[src/rtl/irq_pkg.sv]
// Shared definitions for the interrupt service controller.
// Latency: n/a (types and constants only).
// Backpressure: n/a.
package irq_pkg;

  localparam int N_SRC = 8;

  // Source bit positions; lower index means higher priority.
  localparam int SRC_INT0    = 0;
  localparam int SRC_INT1    = 1;
  localparam int SRC_PCINT0  = 2;
  localparam int SRC_PCINT1  = 3;
  localparam int SRC_PCINT2  = 4;
  localparam int SRC_T0_COMPA = 5;
  localparam int SRC_T0_COMPB = 6;
  localparam int SRC_T0_OVF  = 7;

  typedef enum logic [1:0] {
    ST_IDLE    = 2'd0,
    ST_REQ     = 2'd1,
    ST_SERVICE = 2'd2
  } state_t;

endpackage

[src/rtl/irq_prio_enc.sv]
// Lowest-index-first priority encoder producing a valid flag and the winning index.
// Latency: purely combinational.
// Backpressure: none; output follows the request vector every cycle.
module irq_prio_enc #(
  parameter int W    = 8,
  parameter int ID_W = (W > 1) ? $clog2(W) : 1
) (
  input  logic [W-1:0]    req,
  output logic            vld,
  output logic [ID_W-1:0] idx
);

  // Scan from the top down so the lowest set index is the last one written.
  always_comb begin
    vld = |req;
    idx = '0;
    for (int i = W - 1; i >= 0; i--) begin
      if (req[i]) idx = ID_W'(i);
    end
  end

endmodule

[src/rtl/interrupt_service_ctrl.sv]
// Latches interrupt flag edges, arbitrates by fixed priority and runs the req/ack/ret handshake with the core.
// Latency: flag edge -> pending 1 cycle, pending -> irq_req 1 cycle, irq_ack -> flag_clr 1 cycle.
// Backpressure: irq_req is held with a fixed id/vector until irq_ack or withdrawal; no nesting until irq_ret.
module interrupt_service_ctrl #(
  parameter int               N_SRC      = irq_pkg::N_SRC,
  parameter int               ADDR_W     = 32,
  parameter logic [ADDR_W-1:0] VEC_BASE  = '0,
  parameter int               VEC_STRIDE = 4,
  parameter int               MISS_W     = 8
) (
  input  logic                       clk,
  input  logic                       reset,
  input  logic                       INT_EN,
  input  logic [N_SRC-1:0]           src_flag,
  input  logic [N_SRC-1:0]           src_mask,
  input  logic                       irq_ack,
  input  logic                       irq_ret,
  output logic                       irq_req,
  output logic [$clog2(N_SRC)-1:0]   irq_id,
  output logic [ADDR_W-1:0]          irq_vector,
  output logic [N_SRC-1:0]           flag_clr,
  output logic                       in_service,
  output logic [N_SRC-1:0]           pending,
  output logic [MISS_W-1:0]          miss_cnt
);

  import irq_pkg::*;

  localparam int ID_W = $clog2(N_SRC);

  state_t             state;
  logic [N_SRC-1:0]   src_d;
  logic [N_SRC-1:0]   rise;
  logic [N_SRC-1:0]   cand;
  logic [N_SRC-1:0]   clr_now;
  logic [N_SRC-1:0]   collide;
  logic               enc_vld;
  logic [ID_W-1:0]    enc_idx;
  logic [ADDR_W-1:0]  enc_vector;
  logic [MISS_W:0]    miss_sum;
  logic [MISS_W-1:0]  miss_next;
  logic               take_ack;
  logic               withdraw;

  assign rise     = src_flag & ~src_d;
  assign cand     = pending & src_mask;
  assign take_ack = (state == ST_REQ) && irq_ack;
  assign withdraw = (state == ST_REQ) && (!INT_EN || !src_mask[irq_id]);
  // The granted bit is cleared in the ack cycle itself; a fresh rise on it still sets it again.
  assign clr_now  = take_ack ? (N_SRC'(1) << irq_id) : '0;
  assign collide  = rise & pending & ~clr_now;

  irq_prio_enc #(
    .W    (N_SRC),
    .ID_W (ID_W)
  ) u_prio_enc (
    .req (cand),
    .vld (enc_vld),
    .idx (enc_idx)
  );

  // Slot 0 holds the reset vector, so source n lives in slot n+1.
  assign enc_vector = VEC_BASE + ADDR_W'((int'(enc_idx) + 1) * VEC_STRIDE);

  // Count every lost event this cycle and saturate at all-ones.
  always_comb begin
    miss_sum = {1'b0, miss_cnt};
    for (int i = 0; i < N_SRC; i++) begin
      if (collide[i]) miss_sum = miss_sum + (MISS_W + 1)'(1);
    end
    miss_next = miss_sum[MISS_W] ? '1 : miss_sum[MISS_W-1:0];
  end

  // Edge capture, pending register, clear pulse and missed-event counter.
  always_ff @(posedge clk) begin
    if (reset) begin
      src_d    <= '0;
      pending  <= '0;
      flag_clr <= '0;
      miss_cnt <= '0;
    end else begin
      src_d    <= src_flag;
      pending  <= (pending & ~clr_now) | rise;
      flag_clr <= clr_now;
      miss_cnt <= miss_next;
    end
  end

  // Request/service handshake with registered outputs; id and vector are frozen on entry to REQ.
  always_ff @(posedge clk) begin
    if (reset) begin
      state      <= ST_IDLE;
      irq_req    <= 1'b0;
      irq_id     <= '0;
      irq_vector <= '0;
      in_service <= 1'b0;
    end else begin
      case (state)
        ST_IDLE: begin
          if (INT_EN && enc_vld) begin
            state      <= ST_REQ;
            irq_req    <= 1'b1;
            irq_id     <= enc_idx;
            irq_vector <= enc_vector;
          end
        end
        ST_REQ: begin
          if (take_ack) begin
            state      <= ST_SERVICE;
            irq_req    <= 1'b0;
            in_service <= 1'b1;
          end else if (withdraw) begin
            state   <= ST_IDLE;
            irq_req <= 1'b0;
          end
        end
        ST_SERVICE: begin
          if (irq_ret) begin
            state      <= ST_IDLE;
            in_service <= 1'b0;
          end
        end
        default: begin
          state      <= ST_IDLE;
          irq_req    <= 1'b0;
          in_service <= 1'b0;
        end
      endcase
    end
  end

endmodule

[config.mk]
export PLATFORM = sky130hd
export DESIGN_NAME = interrupt_service_ctrl
export DESIGN_NICKNAME = d
export VERILOG_FILES = /design/src/rtl/irq_pkg.sv /design/src/rtl/irq_prio_enc.sv /design/src/rtl/interrupt_service_ctrl.sv
export SDC_FILE = /design/constraint.sdc
export NUM_CORES = 1
export LEC_CHECK = 0
export CORE_UTILIZATION = 50
export DETAILED_ROUTE_END_ITERATION = 7
export GPL_ROUTABILITY_DRIVEN = 1
export GPL_TIMING_DRIVEN = 0
export PLACE_DENSITY = 0.81
export SKIP_LAST_GASP = 1
export SLEW_MARGIN = 40
export SYNTH_ARGS = -nofsm -noshare
export SYNTH_HDL_FRONTEND = slang
export SYNTH_SLANG_ARGS = --single-unit
export TNS_END_PERCENT = 100
[constraint.sdc]
create_clock -name clk -period 9.7 [get_ports clk]
set_input_delay 2.425 -clock clk [delete_from_list [all_inputs] [get_ports clk]]
set_output_delay 2.425 -clock clk [all_outputs]
set_load 0.1 [all_outputs]
==> Word level (Yosys, flattened, before mapping) <==
Index checks and enable logic that the tools add are counted.
Widths: inputs -> output; s select.
{ "totals": {"ff_bits": 69, "in_bits": 21, "out_inout_bits": 61, "word_cells": 80} }
{ "classes": {"addsub": 9, "n_lt_le_gt_ge": 1, "n_eq_ne": 6, "shift": 1, "muxes": 32, "bitwise": 10, "reduce_logical": 12} }
{ "ops": {"columns": ["operator", "n"], "rows": [
  ["$mux 9", 8],
  ["$add 9x1->9 const B", 7],
  ["$and 8x8->8", 5],
  ["$mux 3", 8],
  ["$mux 8", 2],
  ["$not 8->8", 2],
  ["$add 8x1->9 const B", 1],
  ["$reduce_and 3->1", 3],
  ["$mux 2", 4],
  ["$or 8x8->8", 1],
  ["$reduce_or 8->1", 1],
  ["$shl 1x3->8 const A", 1],
  ["$mux 1", 6],
  ["$ne 2x2->1 const B", 3],
  ["$pmux 1 s3", 2],
  ["$pmux 2 s3", 1],
  ["$add 3x1->4 const B", 1],
  ["$lt 3x4->1 const B", 1],
  ["$bmux 1 s3", 1],
  ["$logic_and 1x1->1", 3],
  ["$ne 3x3->1 const B", 1],
  ["$eq 2x1->1 const B", 1],
  ["$eq 2x2->1 const B", 1],
  ["$logic_not 1->1", 2],
  ["other kinds (4)", 5]
]} }

==> Depth between registers and ports, before layout <==
{ "depth": {"word_depth": 21, "ltp_mapped": 33, "ltp_nobuf": 31} }

==> Modules after synthesis <==
Synthesis repeated with hierarchy kept, for this count alone.
{ "hier_totals": {"cells_unflattened": 472, "hier_area_um2": 3816.2} }
{ "modules_own_cells": {"columns": ["module", "n_inst", "cells_each", "area_each_um2", "seq_area_each_um2"], "rows": [
  ["interrupt_service_ctrl", 1, 459, 3734.8, 860.8],
  ["irq_prio_enc", 1, 13, 81.3, 0.0]
]} }

==> Worst setup path before layout <==
OpenSTA, ideal clock, no wires.
{ "synth_timing": {"path_kind": "input-to-reg", "from": "input irq_ack", "to": "register miss_cnt[7]", "setup_time_ns": 0.075, "t_arrival_ns": 7.559, "required_ns": 9.625, "setup_slack_ns": 2.065, "path_stages": 27, "path_buffers": 1, "cell_sequence": "and4bb_1 -> buf_6 -> and3_1 -> nor3_1 -> inv_1 -> ha_1 -> nor2_1 -> a21oi_1 -> ha_1 -> a211oi_1 -> a31o_2 -> a21oi_1 -> ha_1 -> nand2_1 -> nand2_1 -> ha_1 -> nand2_1 -> nor2_1 -> o21a_1 -> o311ai_1 -> and4_1 -> nor3_2 -> or4_4 -> and3_1 -> or2_0 -> a41o_1 -> a31oi_1"} }
{ "synth_between": {"elab_chain_len": 20} }
{ "synth_lines": {"columns": ["element", "line_no", "text"], "rows": [
  ["start: declaration", "interrupt_service_ctrl.sv:16", "input logic irq_ack,"],
  ["$logic_and 1x1->1 *", "interrupt_service_ctrl.sv:47", "assign take_ack = (state == ST_REQ) && irq_ack;"],
  ["$mux 8 *", "interrupt_service_ctrl.sv:50", "assign clr_now = take_ack ? (N_SRC'(1) << irq_id) : '0;"],
  ["$not 8->8 *", "interrupt_service_ctrl.sv:51", "assign collide = rise & pending & ~clr_now;"],
  ["$and 8x8->8 *", "interrupt_service_ctrl.sv:51", null],
  ["$mux 9", "interrupt_service_ctrl.sv:69", "if (collide[i]) miss_sum = miss_sum + (MISS_W + 1)'(1);"],
  ["$add 9x1->9", "interrupt_service_ctrl.sv:69", null],
  ["$mux 9", "interrupt_service_ctrl.sv:69", null],
  ["$add 9x1->9", "interrupt_service_ctrl.sv:69", null],
  ["[... 4 more ...]", null, null],
  ["$mux 9", "interrupt_service_ctrl.sv:69", null],
  ["$add 9x1->9", "interrupt_service_ctrl.sv:69", null],
  ["$mux 9", "interrupt_service_ctrl.sv:69", null],
  ["$add 9x1->9", "interrupt_service_ctrl.sv:69", null],
  ["$mux 9", "interrupt_service_ctrl.sv:69", null],
  ["$add 9x1->9", "interrupt_service_ctrl.sv:69", null],
  ["$mux 9 *", "interrupt_service_ctrl.sv:69", null],
  ["$mux 8 *", "interrupt_service_ctrl.sv:71", "miss_next = miss_sum[MISS_W] ? '1 : miss_sum[MISS_W-1:0];"],
  ["end signal: assignment", "interrupt_service_ctrl.sv:85", "miss_cnt <= miss_next;"],
  ["end: declaration", "interrupt_service_ctrl.sv:24", "output logic [MISS_W-1:0] miss_cnt"]
]} }
Every way passes the cells marked *; elsewhere a longest branch is shown, timed or not.
A chain may end at the register's enable or synchronous reset.

==> Worst setup path in the final report <==
{ "layout_timing": {"from": "input irq_ack", "to": "register miss_cnt[3]"} }
The elaborated chain is that of the path after synthesis.

==> flow_metrics.py <==
metrics = {
    "pwr": {
        "p_clk_share_pct": 22.7,
        "total_power_w": 0.000776,
        "p_seq_share_pct": 27.1,
        "ir_drop_mv": 0.127,
        "p_per_area_nw_per_um2": 164,
        "leakage_nw": 1.88,
        "switching_share_pct": 47.1,
        "netSwitchingPower_w": 0.000365,
        "p_int_w": 0.000411,
        "combPwrFrac_pct": 50.3,
    },
    "worst_setup_path": {
        "crit_family": "adder cells",
        "cp-end-kind": "flop",
        "crit_path_top_delay_cell": "clkdlybuf4s50_1",
        "critPathKind": "primary input to flop",
        "crit_top_cell": "ha_1",
        "critPathArrivalTime_ns": 9.06,
        "crit_buf_inv": 4,
        "cpPeakStageDelay_ns": 0.59,
        "required_ns": 9.92,
        "crit_path_max_fanout": 10,
        "cp-start-kind": "primary input",
    },
    "synthesis": {
        "syn_area_per_cell_um2": 8.18,
        "synth_edf_count": 0,
        "ys_types": 90,
        "synth_top_area_share_pct": 21.5,
        "yosysWarnings": 0,
        "syn_inst": 489,
        "async_reset_ff_share_pct": 0,
        "yosysSeqAreaShare_pct": 21.5,
        "synth_area_um2": 4000,
        "yosys.cell_count.top_type": "dfxtp_1",
        "yosys-top-cells-count": "dfxtp_1, nand2_1, nor2_1",
        "synth_largest_area_cell": "dfxtp_1",
        "ys_seq_elements": 43,
        "ys.flop_type": "dfxtp_1",
        "synth_area_leaders": "dfxtp_1, buf_4, xnor2_1",
    },
    "sta": {
        "finalSetupTns_ns": 0,
        "holdWs_ns": 0.466,
        "setup_viol": 0,
        "maxSlewHeadroom_pct": 49.1,
        "fmax_mhz": 113,
        "hold_viol": 0,
        "period_share_pct": 91.1,
        "rsz0062_at_grt": "false",
        "tightest_slew_ns": 0.763,
        "fin_crit_ns": 8.84,
        "skew_ns": 0.00930,
        "maxSlewViolCount": 0,
    },
    "clock_tree": {
        "cts_buffers": 5,
        "cts_resized": 0,
        "cts_sinks": 43,
        "tritoncts": "built",
        "htree_levels": 2,
        "path_clk_slew_ns": 0.10,
        "cts_root_buf": "clkbuf_8",
        "clk_path_buf_depth": 2,
        "hold_buffers": 0,
        "insertion_delay_ns": 0.30,
        "post_cts_buffers": 0,
    },
    "layout": {
        "multi_input_area_um2": 2920,
        "area.growth.synth_to_final_pct": 18.4,
        "insertedDiodeCount": 0,
        "regArea_um2": 861,
        "n_fill_cell": 709,
        "drive_gt1_share_pct": 20.8,
        "finalNetCount": 606,
    },
    "floorplanning": {
        "dieArea_um2": 8360,
        "start_util_pct": 51.7,
        "coreArea_um2": 7730,
        "io_pins": 82,
        "die_h_um": 91.4,
        "die_w_um": 91.4,
        "num_rows": 32,
    },
    "global_route": {
        "track_usage_pct": 25.2,
        "overflow": 0,
        "grt_max_degree": 16,
        "grt_pass1_vias": 3784,
        "grt_pass1_wl_um": 17300,
        "antenna_found_initial": 0,
    },
    "hold_path": {
        "hp-class": "flop to flop",
    },
    "detailed_routing": {
        "routed_via_density": 5.85,
        "ant_nets": 0,
        "dr_total_vias": 3974,
        "drc": 0,
        "wl_per_cell_um": 15.3,
        "dr.pass1.iters": 5,
        "totalWireLength_um": 10400,
        "first_iter_violations": 285,
    },
    "placed_design": {
        "placement.io_buffers": 53,
        "hpwl_um": 8200,
        "gp_congestion": 0.910,
    },
    "outcome": {
        "status": "finished, final reports clean",
    },
    "run": {
        "drv_cap": 0,
    },
}
[power by group through the flow]
stage	clock, W	combinational, W	sequential [W]
after floorplan	0	0.000246	0.000289
after global placement	0	0.000387	0.000213
after detailed placement	0	0.000386	0.000214
after CTS	0.000177	0.000389	0.000209
after global routing	0.000186	0.000424	0.000212
final	0.000176	0.000390	0.000210
[kinds of logic (layout without fill, tap and decap cells)]
kind of cell / Yosys count / after routing / share of synthesized area, %
other cells: 1 / 28 / 0.0938
xor+xnor: 35 / 35 / 8.86
buf+inv: 52 / 113 / 8.01
mux: 15 / 15 / 4.51
flops: 43 / 43 / 21.5
simple gates: 197 / 197 / 27.7
fa+ha+maj: 9 / 9 / 2.82
compound gates: 137 / 137 / 26.5
[metrics by stage]
step	cell area (um^2)	worst slack (ns)	instances	utilization, %
final	4730	0.860	679	61.3
after global routing	4730	0.237	679	61.3
after CTS	4730	0.953	679	61.3
after detailed placement	4590	0.676	671	59.4
after global placement	4760	0.888	671	61.6
after floorplan	4100	2.07	516	-
[area by class of cell]
class	count	area share [%]
plain buffers	41	5.89
clock buffers	5	1.45
clock inverters	3	1.51
inverters	11	0.872
multi-input cells	421	61.7
flip-flops and latches	43	18.2
well taps	102	2.70
repair buffers	53	7.72
[sequential cells by signal, summed over array words and instances (netlist names)]
signal      flops
miss_cnt        8
irq_req         1
pending         8
irq_id          3
in_service      1
state           2
flag_clr        8
src_d           8
irq_vector      4
[worst reg2reg max path: cells and delay by family, from the launching register on]
family | cells | cell delay (ns)
fa+ha+maj | 7 | 1.98
compound gates | 10 | 1.89
simple gates | 12 | 1.76
buf+inv | 4 | 0.60
flops | 1 | 0.32
[placed cells by master, fill, tap and decap left out, drive strengths merged, types with 3 or more instances in the layout]
master,n
nor2,40
a21boi,3
a21o,6
o211ai,12
buf,69
ha,9
or3,6
nor3,18
mux2,4
xor2,13
o21a,4
o21ai,20
and4,3
a211oi,11
a22oi,4
conb,28
nand4b,5
nand3,17
inv,12
a31oi,9
o2111ai,3
xnor2,21
dfxtp,43
nand2b,12
nor2b,13
a211o,4
mux2i,9
a21oi,37
nor4,3
nand2,41
and3,11
clkdlybuf4s50,20
clkbuf,10
nand4,8
or4,3
o31ai,4
and2,3
[per-layer routing]
layer	vias up	global-route usage, %	routed length, um
li1	1951	-	-
met1	1833	31.5	4440
met2	160	42.5	4900
met3	30	4.52	716
met4	0	9.92	307
met5	-	0	0
[worst paths after layout]
path,to,startpoint,slack [ns],cells after the start
hold / removal,irq_vector[5]$_SDFFE_PP0P_,irq_vector[5]$_SDFFE_PP0P_,0.47,2
setup / recovery,miss_cnt[3]$_SDFF_PP0_,irq_ack,0.86,33
hold reg to reg,irq_vector[5]$_SDFFE_PP0P_,irq_vector[5]$_SDFFE_PP0P_,0.47,2
setup reg to reg,miss_cnt[3]$_SDFF_PP0_,state[0]$_SDFFE_PP0P_,3.08,33
Power figures use the tool's default switching activity.
==> edit 1: new RTL, config.mk and constraints unchanged <==
The 3 states of `state_t` get a one-hot encoding in 3 bits.
--- a/src/rtl/irq_pkg.sv
+++ b/src/rtl/irq_pkg.sv
@@ -16,8 +16,8 @@
   localparam int SRC_T0_OVF  = 7;
 
-  typedef enum logic [1:0] {
-    ST_IDLE    = 2'd0,
-    ST_REQ     = 2'd1,
-    ST_SERVICE = 2'd2
+  typedef enum logic [2:0] {
+    ST_IDLE    = 3'b001,
+    ST_REQ     = 3'b010,
+    ST_SERVICE = 3'b100
   } state_t;
 
Function: same outputs for any inputs over 4 cycles, from zero or initial values and one cycle with reset high; so few cycles prove little.
==> edit 1 against the original RTL <==
- area after synthesis down 8.4%
- worst setup slack worse by 0.37 ns
- sequential cell count grew 1
- routed wire length fell by 9.1%
- critical path depth unchanged
- final area fell by 7.9%
- power fell by 5.0%
- largest power group unchanged
==> edit 1: results (changes against the original RTL) <==
** Outcome
- Outcome :: completed

** STA
- The hold slack came to 0.470 ns (+0.00373 ns).
- Final setup skew :: 0.0111 ns (+0.00183 ns)
- Max-slew headroom at the worst pin :: 50.1% (+0.98 points)

** Yosys
- By area the synthesized netlist is led by sky130_fd_sc_hd__dfxtp_1 (24%), sky130_fd_sc_hd__xnor2_1 (6.5%), sky130_fd_sc_hd__buf_4 (5.9%), sky130_fd_sc_hd__a21oi_1 (3.7%), sky130_fd_sc_hd__nand2_1 (3.6%).
- The number of unique standard cell types used by synthesis came to 77 (-14%).
- Xor/xnor share of the synthesized area :: 12.1% (+3.2 points)
- Most instantiated cells after synthesis :: sky130_fd_sc_hd__dfxtp_1 (44), sky130_fd_sc_hd__nand2_1 (35), sky130_fd_sc_hd__nor2_1 (32)
- Share of synthesized area occupied by flip-flops and latches :: 24.0% (+2.5 points)
- Multiplexer share of the synthesized area :: 4.30% (-0.20 points)
- Synth Area in Compound Gates :: 22.7% (-3.8 points)

** Power and ir drop
- Standby leakage power :: 1.73 nW (-8.2%)
- The power of the combinational group is 0.379 mW (-3%).
- Power per cell area :: 169 mW/mm^2 (+3.1%)
- Switching component of the power :: 0.348 mW (-4.6%)
- The worst voltage drop across the vdd grid came to 118 uV (-6.7%).

** Placed design
- Number of placed instances, taps included :: 623 (-7.2%)
- Instance area after placement :: 0.00425 sq mm (-7.5%)
- The worst setup timing slack at the placement stage was 0.0372 ns (-0.639 ns).
- The final weighted congestion in routability-driven placement is 0.943 (+3.6%).

** Setup path
- Worst setup slack for register-to-register paths :: 2.63 ns (-0.45 ns)
- In this run the critical register-to-register path is launched from irq_id[1].
- The length in cells of the worst reg-to-reg path was 32 (-3.0%).
- Top fanout value on the critical path :: 9 (-1)

** Drt
- Total number of vias :: 3654 (-8.1%)
- Per-cell via count in the routed design :: 5.80 (-0.90%)

** Global route
- The via count of the first global-routing pass was 3275 (-13%).
- The total routing usage reported by global routing came to 25.4% (+0.23 points).
- Wire length of the first global-routing pass :: 15300 microns (-11%)

** Finish
- Final Net Count :: 563 (-7.1%)
- The ratio of cells with drive above 1 in the final layout came to 19.3% (-1.5 points).
[edit 1: routing by layer]
| metal | GRT usage [%] | wire, microns | up-vias |
|---|---|---|---|
| met5 | 0 | 0 | - |
| met4 | 9.99 | 211 | 0 |
| met3 | 3.11 | 515 | 18 |
| met2 | 42.4 | 4400 | 137 |
| met1 | 33.5 | 4300 | 1732 |
| li1 | - | - | 1767 |
[edit 1: final cells by class]
type                    instances  area, sq um
clock buffers                   5         68.8
clock inverters                 3         46.3
flip-flops and latches         44          881
well taps                      96          120
repair buffers                 52          355
multi-input cells             376         2570
plain buffers                  44          284
inverters                      10         37.5
fillers                       591         2580
[edit 1: how the worst max path moves through the flow]
stage | start | endpoint | cells past startpoint
after floorplan | irq_ack | miss_cnt[3] | 32
after global placement | irq_ack | miss_cnt[4] | 33
after detailed placement | irq_ack | miss_cnt[3] | 34
after CTS | irq_ack | miss_cnt[3] | 34
after global routing | irq_ack | miss_cnt[3] | 33
final | irq_ack | miss_cnt[3] | 33
==> edit 2: new RTL, same settings <==
Without the edit above. Change the package constant `N_SRC` from 8 to 16.
--- a/src/rtl/irq_pkg.sv
+++ b/src/rtl/irq_pkg.sv
@@ -4,5 +4,5 @@
 package irq_pkg;
 
-  localparam int N_SRC = 8;
+  localparam int N_SRC = 16;
 
   // Source bit positions; lower index means higher priority.
Interface: changed (5 resized); port bits go from 82 to 115. The function was not compared with the original's and may differ.
==> edit 2 against the original RTL <==
- final area rose by 88%
- the flow now finishes with violations (negative setup slack)
- routed wire length is 88% higher
- final cell count grew 72%
- synthesized cell count grew 64%
- power up 150%
- sequential cell count grew 26
- critical path type unchanged
- critical path depth grew 17
- worst setup slack worse by 1.9 ns
- area after synthesis up 69%
==> edit 2: results (changes against the original RTL) <==
** CTS
- Cell at the root of the clock tree :: sky130_fd_sc_hd__clkbuf_16
- The register clock-pin slew on the reported worst setup and hold paths is 0.07 ns (-0.03 ns).
- The number of buffers added by the clock tree synthesis step is 9 (+4).
- Worst-case clock buffer depth :: 2 (unchanged)
- CTS H-Tree Depth :: 3 (+1)
- Latest clock arrival within the worst-skew pair :: 0.35 ns (+0.05 ns)

** Yosys
- The share of async-settable or async-resettable flops after synthesis is 0% (unchanged).
- The synthesized netlist cell count came to 803 (+64%).
- By area the synthesized netlist is led by sky130_fd_sc_hd__dfxtp_1 (20%), sky130_fd_sc_hd__xnor2_1 (6.6%), sky130_fd_sc_hd__a21oi_1 (3.9%), sky130_fd_sc_hd__nor2_1 (3.7%), sky130_fd_sc_hd__nand2_1 (3.3%).
- Distinct cell type count of the synthesized netlist :: 104 (+16%)
- Most instantiated cells after synthesis :: sky130_fd_sc_hd__dfxtp_1 (69), sky130_fd_sc_hd__nor2_1 (67), sky130_fd_sc_hd__nand2_1 (60)
- The sequential fraction of the synthesis area is 20.4% (-1.1 points).
- The yosys synthesis warning count came to 0 (unchanged).

** Placed design
- Number of placed instances, taps included :: 1092 (+63%)
- The final weighted congestion in routability-driven placement came to 0.890 (-2.2%).
- Number of buffer cells added on primary ports :: 87 (+64%)
- HPWL Detailed :: 13500 microns (+64%)
- The area after detailed placement was 0.00781 sq mm (+70%).
- Worst Setup Slack post-DPL :: -2.69 ns (-3.36 ns)

** Global route
- The first-pass GRT wire length was 30900 microns (+78%).
- The initial antenna violation count came to 0 (unchanged).
- The pin count of the biggest net entering global routing was 16 (unchanged).
- Overall track demand over capacity in global routing :: 27.3% (+2.1 points)
- Vias in the first global route :: 6262 (+65%)

** STA
- The count of endpoints failing setup in the final report came to 8 (+8).
- The worst path setup slack after routing is -1.01 ns (-1.87 ns).
- Least-Margin Pin Slew :: 0.902 ns (+0.139 ns)
- Total Neg Setup Slack :: -7.52 ns (-7.52 ns)
- Final setup skew :: 0.00778 ns (-0.00151 ns)

** Drt
- The count of TritonRoute iterations in the first routing pass is 5 (unchanged).
- DR WL/cell :: 16.7 microns (+9.2%)
- The post-detailed-route via-to-cell ratio was 5.69 (-2.8%).
- DRT iter0 DRCs :: 421 (+48%)

** Finish
- ANT cells :: 0 (unchanged)
- Share of cells above drive strength 1 :: 32.3% (+11 points)
- The number of standard cells in the layout, taps in and fillers out came to 1167 (+72%).
- Registers with the most flip-flops :: flag_clr x16, pending x16, src_d x16
- Final Net Count :: 1040 (+72%)

** Setup path
- The delay contributed by the slowest stage of the critical path is 0.53 ns (-0.06 ns).
- Arrival time worst endpoint :: 10.92 ns (+1.86 ns)
- Master of the slowest instance on the critical path :: sky130_fd_sc_hd__or4b_4
- The kind of cell with the highest combined delay along the critical path is adder cells.
- Top fanout value on the critical path :: 4 (-6)

** Outcome
- Violations in the final reports :: negative setup slack
- The flow ran to the end, but the final reports show violations.

** Power and ir drop
- IR drop worst, VDD :: 164 uV (+29%)
- The static leakage is 3.56 nW (+89%).

** Worst hold path
- The worst hold path belongs to the class register to register.
[edit 2: changes by cell type in the layout (fill, tap and decap cells not counted), sizes merged, moves of 15 or more]
cell   delta
inv      +15
nor2     +27
buf      +83
xnor2    +41
o21ai    +18
dfxtp    +26
xor2     +18
a21oi    +28
nand2    +20
[edit 2: metal layers]
layer	up-vias	GRT usage, %	share of wire (%)
met5	-	0	0
met4	0	9.86	2.9
met3	41	3.91	5.1
met2	212	46.0	48
met1	3154	35.3	44
li1	3230	-	-
[edit 2: report_power, final]
part           switching [mW]  internal, mW  leakage (nW)  total, mW
registers              0.0305         0.305         0.568      0.335
logic                   0.726         0.533          2.86       1.26
clock network           0.150         0.179         0.133      0.329
total                   0.906          1.02          3.56       1.92
[edit 2: kinds of logic after synthesis]
group | share of synthesized area, %
flip-flops | 20.4
buffers and inverters | 6.46
AO/OA/AOI/OAI | 20.9
other | 0.0555
adder cells (fa/ha/maj) | 3.15
AND/OR/NAND/NOR | 25.9
multiplexers | 5.76
XOR/XNOR | 17.3
[edit 2: timing repair]
item | CTS | global route
buffers inserted | 49 | 13
pin swaps | 39 | 25
gates resized for setup | 47 | 34
endpoints found under the setup margin | 8 | 8
[edit 2: worst paths after layout]
check                                   start            end  slack (ns)  cells past startpoint
worst max-delay path                  irq_ack    miss_cnt[7]       -1.01                     50
worst min-delay path            irq_vector[6]  irq_vector[6]        0.49                      2
worst max register to register      irq_id[0]    miss_cnt[7]        0.44                     49
worst min register to register  irq_vector[6]  irq_vector[6]        0.49                      2
[edit 2: layout make-up]
type	instances	area, sq um
plain buffers	51	319
clock buffers	9	225
clock inverters	7	67.6
fillers	1049	4270
inverters	25	106
multi-input cells	682	5530
flip-flops and latches	69	1380
well taps	176	220
repair buffers	148	1080
